$ cat config.mk
export PLATFORM = sky130hd
export DESIGN_NAME = soc_cpu_mult_unit
export DESIGN_NICKNAME = d
export VERILOG_FILES = /design/src/rtl/soc_cpu_mult_pkg.sv /design/src/rtl/soc_cpu_mult_partial.sv /design/src/rtl/soc_cpu_mult_unit.sv
export SDC_FILE = /design/constraint.sdc
export NUM_CORES = 1
export LEC_CHECK = 0
export CELL_PAD_IN_SITES_DETAIL_PLACEMENT = 0
export CELL_PAD_IN_SITES_GLOBAL_PLACEMENT = 2
export CORE_ASPECT_RATIO = 2
export CORE_MARGIN = 5
export CORE_UTILIZATION = 37
export CTS_CLUSTER_SIZE = 30
export DETAILED_ROUTE_END_ITERATION = 8
export DONT_BUFFER_PORTS = 1
export PLACE_DENSITY_LB_ADDON = 0.1
export SLEW_MARGIN = 15
export SYNTH_ARGS = -nofsm -noshare
export SYNTH_HDL_FRONTEND = slang
export SYNTH_SLANG_ARGS = --single-unit
$ cat constraint.sdc
create_clock -name clk -period 12.2 [get_ports clk]
set_clock_uncertainty 0.2 [all_clocks]
set_input_delay 3.66 -clock clk [delete_from_list [all_inputs] [get_ports clk]]
set_output_delay 3.66 -clock clk [all_outputs]
set_load 0.02 [all_outputs]
$ cat src/rtl/soc_cpu_mult_pkg.sv
// Shared definitions for the CPU multiply unit: op encoding and pipeline depth.
package soc_cpu_mult_pkg;

    typedef enum logic [1:0] {
        OP_MUL    = 2'd0,
        OP_MULXSS = 2'd1,
        OP_MULXSU = 2'd2,
        OP_MULXUU = 2'd3
    } mult_op_e;

    localparam int MULT_LATENCY = 2;

endpackage

$ cat src/rtl/soc_cpu_mult_partial.sv
// Unsigned HALF_W x HALF_W multiplier; the product register loads only when en is high.
module soc_cpu_mult_partial #(
    parameter int HALF_W = 16
) (
    input  logic                  clk,
    input  logic                  en,
    input  logic [HALF_W-1:0]     a,
    input  logic [HALF_W-1:0]     b,
    output logic [2*HALF_W-1:0]   p
);

    always_ff @(posedge clk) begin
        if (en) begin
            p <= {{HALF_W{1'b0}}, a} * {{HALF_W{1'b0}}, b};
        end
    end

endmodule

$ cat src/rtl/soc_cpu_mult_unit.sv
// Two-stage pipelined multiplier (MUL / MULX high words) with a global stall.
// High-word ops are built only when SOC_CPU_MULT_UNIT_HI_EN is defined; otherwise ops 1-3 flag out_err.
module soc_cpu_mult_unit
    import soc_cpu_mult_pkg::*;
#(
    parameter int DATA_W = 32,
    parameter int TAG_W  = 5
) (
    input  logic              clk,
    input  logic              reset,
    input  logic              in_valid,
    output logic              in_ready,
    input  logic [1:0]        in_op,
    input  logic [DATA_W-1:0] in_src1,
    input  logic [DATA_W-1:0] in_src2,
    input  logic [TAG_W-1:0]  in_tag,
    output logic              out_valid,
    input  logic              out_ready,
    output logic [DATA_W-1:0] out_result,
    output logic [TAG_W-1:0]  out_tag,
    output logic              out_err
);

    localparam int H = DATA_W / 2;

    logic                advance;
    logic                take;
    logic                s1_valid;
    mult_op_e            s1_op;
    logic [TAG_W-1:0]    s1_tag;
    logic [DATA_W-1:0]   pp_ll;
    logic [DATA_W-1:0]   pp_lh;
    logic [DATA_W-1:0]   pp_hl;
    logic [DATA_W-1:0]   pp_hh;
    logic [DATA_W:0]     cross_sum;
    logic [2*DATA_W-1:0] prod_raw;
    logic [DATA_W-1:0]   sel_word;
    logic                s2_valid;
    logic [DATA_W-1:0]   s2_result;
    logic [TAG_W-1:0]    s2_tag;

    assign advance  = ~s2_valid | out_ready;
    assign in_ready = advance & ~reset;
    assign take     = in_valid & in_ready;

    soc_cpu_mult_partial #(.HALF_W(H)) u_pp_ll (
        .clk(clk), .en(advance), .a(in_src1[H-1:0]), .b(in_src2[H-1:0]), .p(pp_ll)
    );
    soc_cpu_mult_partial #(.HALF_W(H)) u_pp_lh (
        .clk(clk), .en(advance), .a(in_src1[H-1:0]), .b(in_src2[DATA_W-1:H]), .p(pp_lh)
    );
    soc_cpu_mult_partial #(.HALF_W(H)) u_pp_hl (
        .clk(clk), .en(advance), .a(in_src1[DATA_W-1:H]), .b(in_src2[H-1:0]), .p(pp_hl)
    );
    soc_cpu_mult_partial #(.HALF_W(H)) u_pp_hh (
        .clk(clk), .en(advance), .a(in_src1[DATA_W-1:H]), .b(in_src2[DATA_W-1:H]), .p(pp_hh)
    );

    always_ff @(posedge clk) begin
        if (reset) begin
            s1_valid <= 1'b0;
        end else if (advance) begin
            s1_valid <= take;
        end
    end

    always_ff @(posedge clk) begin
        if (advance) begin
            s1_op  <= mult_op_e'(in_op);
            s1_tag <= in_tag;
        end
    end

    assign cross_sum = {1'b0, pp_lh} + {1'b0, pp_hl};
    assign prod_raw  = {pp_hh, pp_ll} + {{(H-1){1'b0}}, cross_sum, {H{1'b0}}};

`ifdef SOC_CPU_MULT_UNIT_HI_EN
    logic                a_neg;
    logic                b_neg;
    logic [DATA_W-1:0]   corr_in;
    logic [DATA_W-1:0]   s1_corr;
    logic [2*DATA_W-1:0] prod;

    // Signed product = unsigned product - 2^W * (neg(a) ? b : 0) - 2^W * (neg(b) ? a : 0).
    always_comb begin
        a_neg   = in_src1[DATA_W-1] &
                  ((mult_op_e'(in_op) == OP_MULXSS) | (mult_op_e'(in_op) == OP_MULXSU));
        b_neg   = in_src2[DATA_W-1] & (mult_op_e'(in_op) == OP_MULXSS);
        corr_in = (a_neg ? in_src2 : '0) + (b_neg ? in_src1 : '0);
    end

    always_ff @(posedge clk) begin
        if (advance) begin
            s1_corr <= corr_in;
        end
    end

    assign prod     = prod_raw - {s1_corr, {DATA_W{1'b0}}};
    assign sel_word = (s1_op == OP_MUL) ? prod[DATA_W-1:0] : prod[2*DATA_W-1:DATA_W];
    assign out_err  = 1'b0;
`else
    logic s2_err;
    logic unused_hi;

    assign sel_word  = prod_raw[DATA_W-1:0];
    assign unused_hi = ^prod_raw[2*DATA_W-1:DATA_W];

    always_ff @(posedge clk) begin
        if (reset) begin
            s2_err <= 1'b0;
        end else if (advance) begin
            s2_err <= (s1_op != OP_MUL);
        end
    end

    assign out_err = s2_err;
`endif

    always_ff @(posedge clk) begin
        if (reset) begin
            s2_valid  <= 1'b0;
            s2_result <= '0;
            s2_tag    <= '0;
        end else if (advance) begin
            s2_valid  <= s1_valid;
            s2_result <= sel_word;
            s2_tag    <= s1_tag;
        end
    end

    assign out_valid  = s2_valid;
    assign out_result = s2_result;
    assign out_tag    = s2_tag;

endmodule

==> results of run 1 <==
## synth_stat cells (2+ instances only)
master | number | area [µm²]
clkbuf_1 | 100 | 375
or2_1 | 2 | 12.5
nand4b_1 | 2 | 17.5
dfxtp_1 | 40 | 801
a21o_2 | 2 | 17.5
nor2_1 | 51 | 191
nand3b_1 | 3 | 22.5
edfxtp_1 | 71 | 2130
or3_1 | 2 | 12.5
a21o_1 | 31 | 233
or4_1 | 2 | 15.0
nor2b_1 | 6 | 37.5
o21a_1 | 5 | 37.5
inv_1 | 478 | 1790
o21ai_0 | 13 | 65.1
ha_1 | 232 | 2900
a211o_1 | 2 | 17.5
nor3_1 | 19 | 95.1
and3_1 | 3 | 18.8
a21oi_1 | 81 | 405
o41ai_2 | 2 | 32.5
nand3_1 | 12 | 60.1
xnor2_1 | 100 | 876
and2_1 | 212 | 1330
a21boi_1 | 2 | 15.0
o31ai_1 | 2 | 15.0
o21bai_1 | 13 | 97.6
a31oi_1 | 8 | 50.1
o41ai_1 | 4 | 35.0
nand2b_1 | 4 | 25.0
xor2_1 | 30 | 263
nand4_1 | 4 | 25.0
a221oi_1 | 2 | 17.5
nand2_1 | 406 | 1520
o21ai_1 | 10 | 50.1
a211oi_1 | 5 | 37.5
fa_1 | 356 | 7130
## flip-flops by register name, summed over array words and instances, names as in the netlist
register / flops
u_pp_hl.p: 16
out_tag: 5
s1_valid: 1
u_pp_ll.p: 32
s1_tag: 5
out_err: 1
u_pp_lh.p: 16
s1_op: 2
out_result: 32
out_valid: 1
## critical path, stage by stage
cell     delay, ps
and2_1         160
fa_1           540
inv_1           60
fa_1           480
inv_1           50
fa_1           490
fa_1           500
fa_1           490
inv_1           50
fa_1           470
inv_1           40
ha_1           330
a21o_1         180
a21o_1         180
a21o_1         210
or3_4          340
o31ai_4        310
o21ai_1        130
a21oi_1        200
xnor2_1         90
## metal layers
metal	up-vias	wire (µm)	track usage [%]
li1	6931	-	-
met2	302	32600	37.9
met3	72	2460	2.60
met1	7438	22300	22.3
met4	0	2630	7.95
met5	-	0	0
## logic make-up (layout without fill, tap and decap cells)
kind of cell / after synthesis / after routing / share of synthesized area, %
AOI/OAI and AO/OA: 202 / 202 / 6.36
xor gates and xnor gates: 130 / 130 / 5.40
adders and majority gates: 588 / 588 / 47.6
buffers and inverters: 579 / 496 / 10.3
DFF: 111 / 111 / 13.9
and+or+nand+nor: 736 / 736 / 16.4
## path summary, 6_finish.rpt
kind | startpoint | end | cells past startpoint
worst max-delay path | in_src1[11] | u_pp_ll.p[31] | 20
worst min-delay path | s1_valid | s1_valid | 2
worst max register to register | u_pp_lh.p[0] | out_result[31] | 17
worst min register to register | s1_valid | s1_valid | 2
## stage by stage
step	setup slack, ps	util, %
finish	3130	39.0
global route	2920	39.0
CTS	3140	39.0
detailed placement	2750	38.5
global placement	2790	38.5
floorplan	2590	-
## final cells by class
class | count | area [µm²] | share of cell area, %
inverters | 478 | 1800 | 8.17
repair buffers | 2 | 15.0 | 0.0683
flip-flops and latches | 111 | 2930 | 13.3
clock inverters | 5 | 51.3 | 0.233
clock buffers | 11 | 275 | 1.25
well taps | 750 | 938 | 4.27
multi-input cells | 1656 | 16000 | 72.7
## layout by cell type (no fill, tap or decap), types with 5 or more instances in the layout
master / netlist / final
a211oi_1: 5 / 5
a21o_1: 31 / 31
a21oi_1: 81 / 81
a31oi_1: 8 / 8
and2_1: 212 / 212
clkbuf_16: 0 / 11
dfxtp_1: 40 / 40
edfxtp_1: 71 / 71
fa_1: 356 / 356
ha_1: 232 / 232
inv_1: 478 / 477
nand2_1: 406 / 406
nand3_1: 12 / 12
nor2_1: 51 / 51
nor2b_1: 6 / 5
nor3_1: 19 / 19
o21a_1: 5 / 5
o21ai_0: 13 / 13
o21ai_1: 10 / 10
o21bai_1: 13 / 13
xnor2_1: 100 / 100
xor2_1: 30 / 30
==> results.py, run 1 <==
metrics = {
    "routing": {
        "antenna_left": 0,
        "vias": 14700,
        "vias_per_cell": 4.89,
        "drtIter0Drc": 487,
        "drt-wirelength-per-cell_um": 19.9,
        "dr.pass1.iters": 5,
        "drcViolationCount": 0,
        "wl_um": 60000,
    },
    "finish": {
        "syn2layout_area_growth_pct": 4.32,
        "finalNetCount": 2921,
        "stdcell_count": 3013,
        "num_antenna_cells": 0,
        "drive_gt1_share_pct": 1.68,
        "nFillCells": 5912,
        "stdcell_area_um2": 22000,
    },
    "die": {
        "start_util_pct": 37.4,
        "dieArea_um2": 62100,
        "die_h_um": 348,
        "dieWidth_um": 179,
        "io_pins": 115,
        "coreArea_um2": 56300,
        "rows": 123,
    },
    "synthesis": {
        "yosysSeqAreaShare_pct": 13.9,
        "syn_inst": 2346,
        "netlist-cell-type-count": 66,
        "ys.flop_type": "edfxtp_1",
        "synth_edf_count": 71,
        "synth-seq-cells": 111,
        "yosysWarnings": 0,
        "netlist_area_um2": 21100,
        "synth.avg_cell_area_um2": 8.98,
        "ys_async_sr_fraction_pct": 0,
        "syn-num-nets": 3009,
    },
    "clock_tree": {
        "root_buffer": "clkbuf_16",
        "holdBufCountCts": 0,
        "cts_tree": "yes",
        "htreeDepth": 3,
        "clock-sinks": 111,
        "cts_resized": 0,
        "cts_inserted_buffers": 9,
        "clk_latency_ps": 370,
        "cts_setup_buffers": 0,
        "clkTransAtPathRegs_ps": 80,
        "cts_buffer_depth": 2,
    },
    "critical_path": {
        "crit_required_ps": 12110,
        "crit_path_start_kind": "primary input",
        "cp_max_fo": 21,
        "crit_type": "primary input to flop",
        "cp.arrival_ps": 8980,
        "reg2reg_slack_ps": 7600,
        "end_kind": "flop",
    },
    "timing": {
        "worstMarginPinSlew_ps": 944,
        "setup_tns_ps": 0,
        "setup_viol": 0,
        "holdWs_ps": 255,
        "rsz0062_at_grt": "false",
        "max_freq_ghz": 0.110,
        "drv_slew": 0,
        "period_needed_ps": 9070,
        "slew_headroom_pct": 37.1,
        "hold_viol_final": 0,
        "period_share_pct": 74.3,
    },
    "worst_hold_path": {
        "hold_class": "flop to flop",
    },
    "placed_design": {
        "dp_cells": 2997,
        "io_buffers": 0,
        "routabilityCongestion": 0.837,
        "dpl.hpwl_um": 49500,
        "placed_cell_area_um2": 21700,
    },
    "global_route": {
        "first_global_vias": 16600,
        "grt_pass1_wl_um": 95100,
        "grt_max_degree": 81,
        "overflow": 0,
        "grtUsageTotal_pct": 20.1,
        "antenna_found_initial": 0,
    },
    "job": {
        "drv_cap": 0,
    },
    "outcome": {
        "status": "complete, no violations",
    },
}
Power of run 1 is left out: the tool's default activity adds up to more than one toggle a clock period on the data nets, which glitch-free logic cannot reach.
==> inputs of run 2 (changes only) <==
clock period = 8.6 ns   (was 12.2 ns; I/O delays follow)
==> results.py, run 2 (synthesized netlist as in run 1, its figures left out) <==
metrics = {
    "die": {
        "dieArea_um2": 62100,
        "rows": 123,
        "start_util_pct": 37.4,
        "coreArea_um2": 56300,
        "dieWidth_um": 179,
        "io_pins": 115,
        "die_h_um": 348,
    },
    "routing": {
        "drtIter0Drc": 468,
        "vias_per_cell": 4.92,
        "wl_um": 59900,
        "drt-wirelength-per-cell_um": 19.8,
        "dr.pass1.iters": 5,
        "highest_layer": "met4",
        "wl_met2_um": 32000,
        "wl_met1_um": 22200,
        "antenna_left": 0,
        "wl_met3_um": 2330,
        "vias": 14800,
        "drcViolationCount": 0,
    },
    "timing": {
        "rsz0062_at_grt": "false",
        "period_share_pct": 92.7,
        "setup_viol": 0,
        "period_needed_ps": 7970,
        "max_freq_ghz": 0.125,
        "drv_slew": 0,
        "setup_tns_ps": 0,
        "hold_viol_final": 0,
        "worstMarginPinSlew_ps": 941,
        "slew_headroom_pct": 37.3,
    },
    "worst_hold_path": {
        "hold_class": "flop to flop",
    },
    "clock_tree": {
        "root_buffer": "clkbuf_16",
        "holdBufCountCts": 0,
        "clock-sinks": 111,
        "cts_buffer_depth": 2,
        "cts_tree": "yes",
        "htreeDepth": 3,
        "cts_resized": 0,
        "clkTransAtPathRegs_ps": 80,
        "cts_inserted_buffers": 9,
        "clk_latency_ps": 370,
        "cts_setup_buffers": 0,
    },
    "critical_path": {
        "cp.arrival_ps": 7900,
        "cp_max_fo": 21,
        "end_kind": "flop",
        "crit_type": "primary input to flop",
        "crit_path_start_kind": "primary input",
        "crit_required_ps": 8530,
    },
    "finish": {
        "final_cell_mix": "477 x inv_1, 406 x nand2_1, 356 x fa_1",
        "final_common_cell": "inv_1",
        "nFillCells": 5849,
        "drive_gt1_share_pct": 1.68,
        "syn2layout_area_growth_pct": 4.39,
        "finalNetCount": 2922,
    },
    "global_route": {
        "antenna_found_initial": 1,
        "grt_pass1_wl_um": 95300,
        "grt_max_degree": 81,
        "grtUsageTotal_pct": 20.1,
        "overflow": 0,
        "first_global_vias": 16700,
    },
    "job": {
        "drv_cap": 0,
    },
    "placed_design": {
        "dpl.hpwl_um": 49600,
        "routabilityCongestion": 0.856,
        "io_buffers": 0,
    },
    "outcome": {
        "status": "complete, no violations",
    },
}
## run 2: final timing paths
kind                      from        endpoint  slack (ps)  cells past startpoint
setup / recovery   in_src1[11]   u_pp_ll.p[29]         630                     20
hold / removal        s1_valid        s1_valid         260                      2
setup reg to reg  u_pp_lh.p[0]  out_result[31]        3940                     17
hold reg to reg       s1_valid        s1_valid         260                      2
## run 2: area by class of cell
| cell class | instances | area, µm² | share of cell area (%) |
|---|---|---|---|
| Multi-Input combinational cell | 1656 | 16000 | 72.6 |
| Clock inverter | 6 | 100 | 0.455 |
| Sequential cell | 111 | 2930 | 13.3 |
| Tap cell | 750 | 938 | 4.27 |
| Clock buffer | 10 | 229 | 1.04 |
| Timing Repair Buffer | 3 | 22.5 | 0.102 |
| Inverter | 478 | 1800 | 8.17 |
| Antenna cell | 2 | 5.00 | 0.0227 |
## run 2: layer usage
metal,track usage (%),up-vias
li1,-,6945
met1,22.6,7449
met2,37.0,330
met3,2.58,104
met4,9.38,0
met5,0,-
## run 2: through the flow
step,setup slack [ps],hold WS (ps),util (%),cells,instance area [µm²]
3_3_place_gp,266,244,38.5,2998,21700
6_report,627,257,39.1,3016,22000
5_1_grt,404,278,39.1,3014,22000
4_1_cts,620,255,39.1,3014,22000
2_1_floorplan,73.3,232,-,2346,21100
3_5_place_dp,203,245,38.5,2998,21700
## run 2: critical path, cell delays in order
cell and delay [ps]:
and2_1 160, fa_1 530, inv_1 50, fa_1 470, inv_1 50, fa_1 500
fa_1 510, fa_1 500, inv_1 50, fa_1 470, inv_1 40, ha_1 330
a21o_1 170, a21o_1 170, a21o_1 210, or3_4 350, o31ai_4 310, o21ai_2 130
a31oi_1 220, xnor2_1 90
Power of run 2 is left out for the same reason.
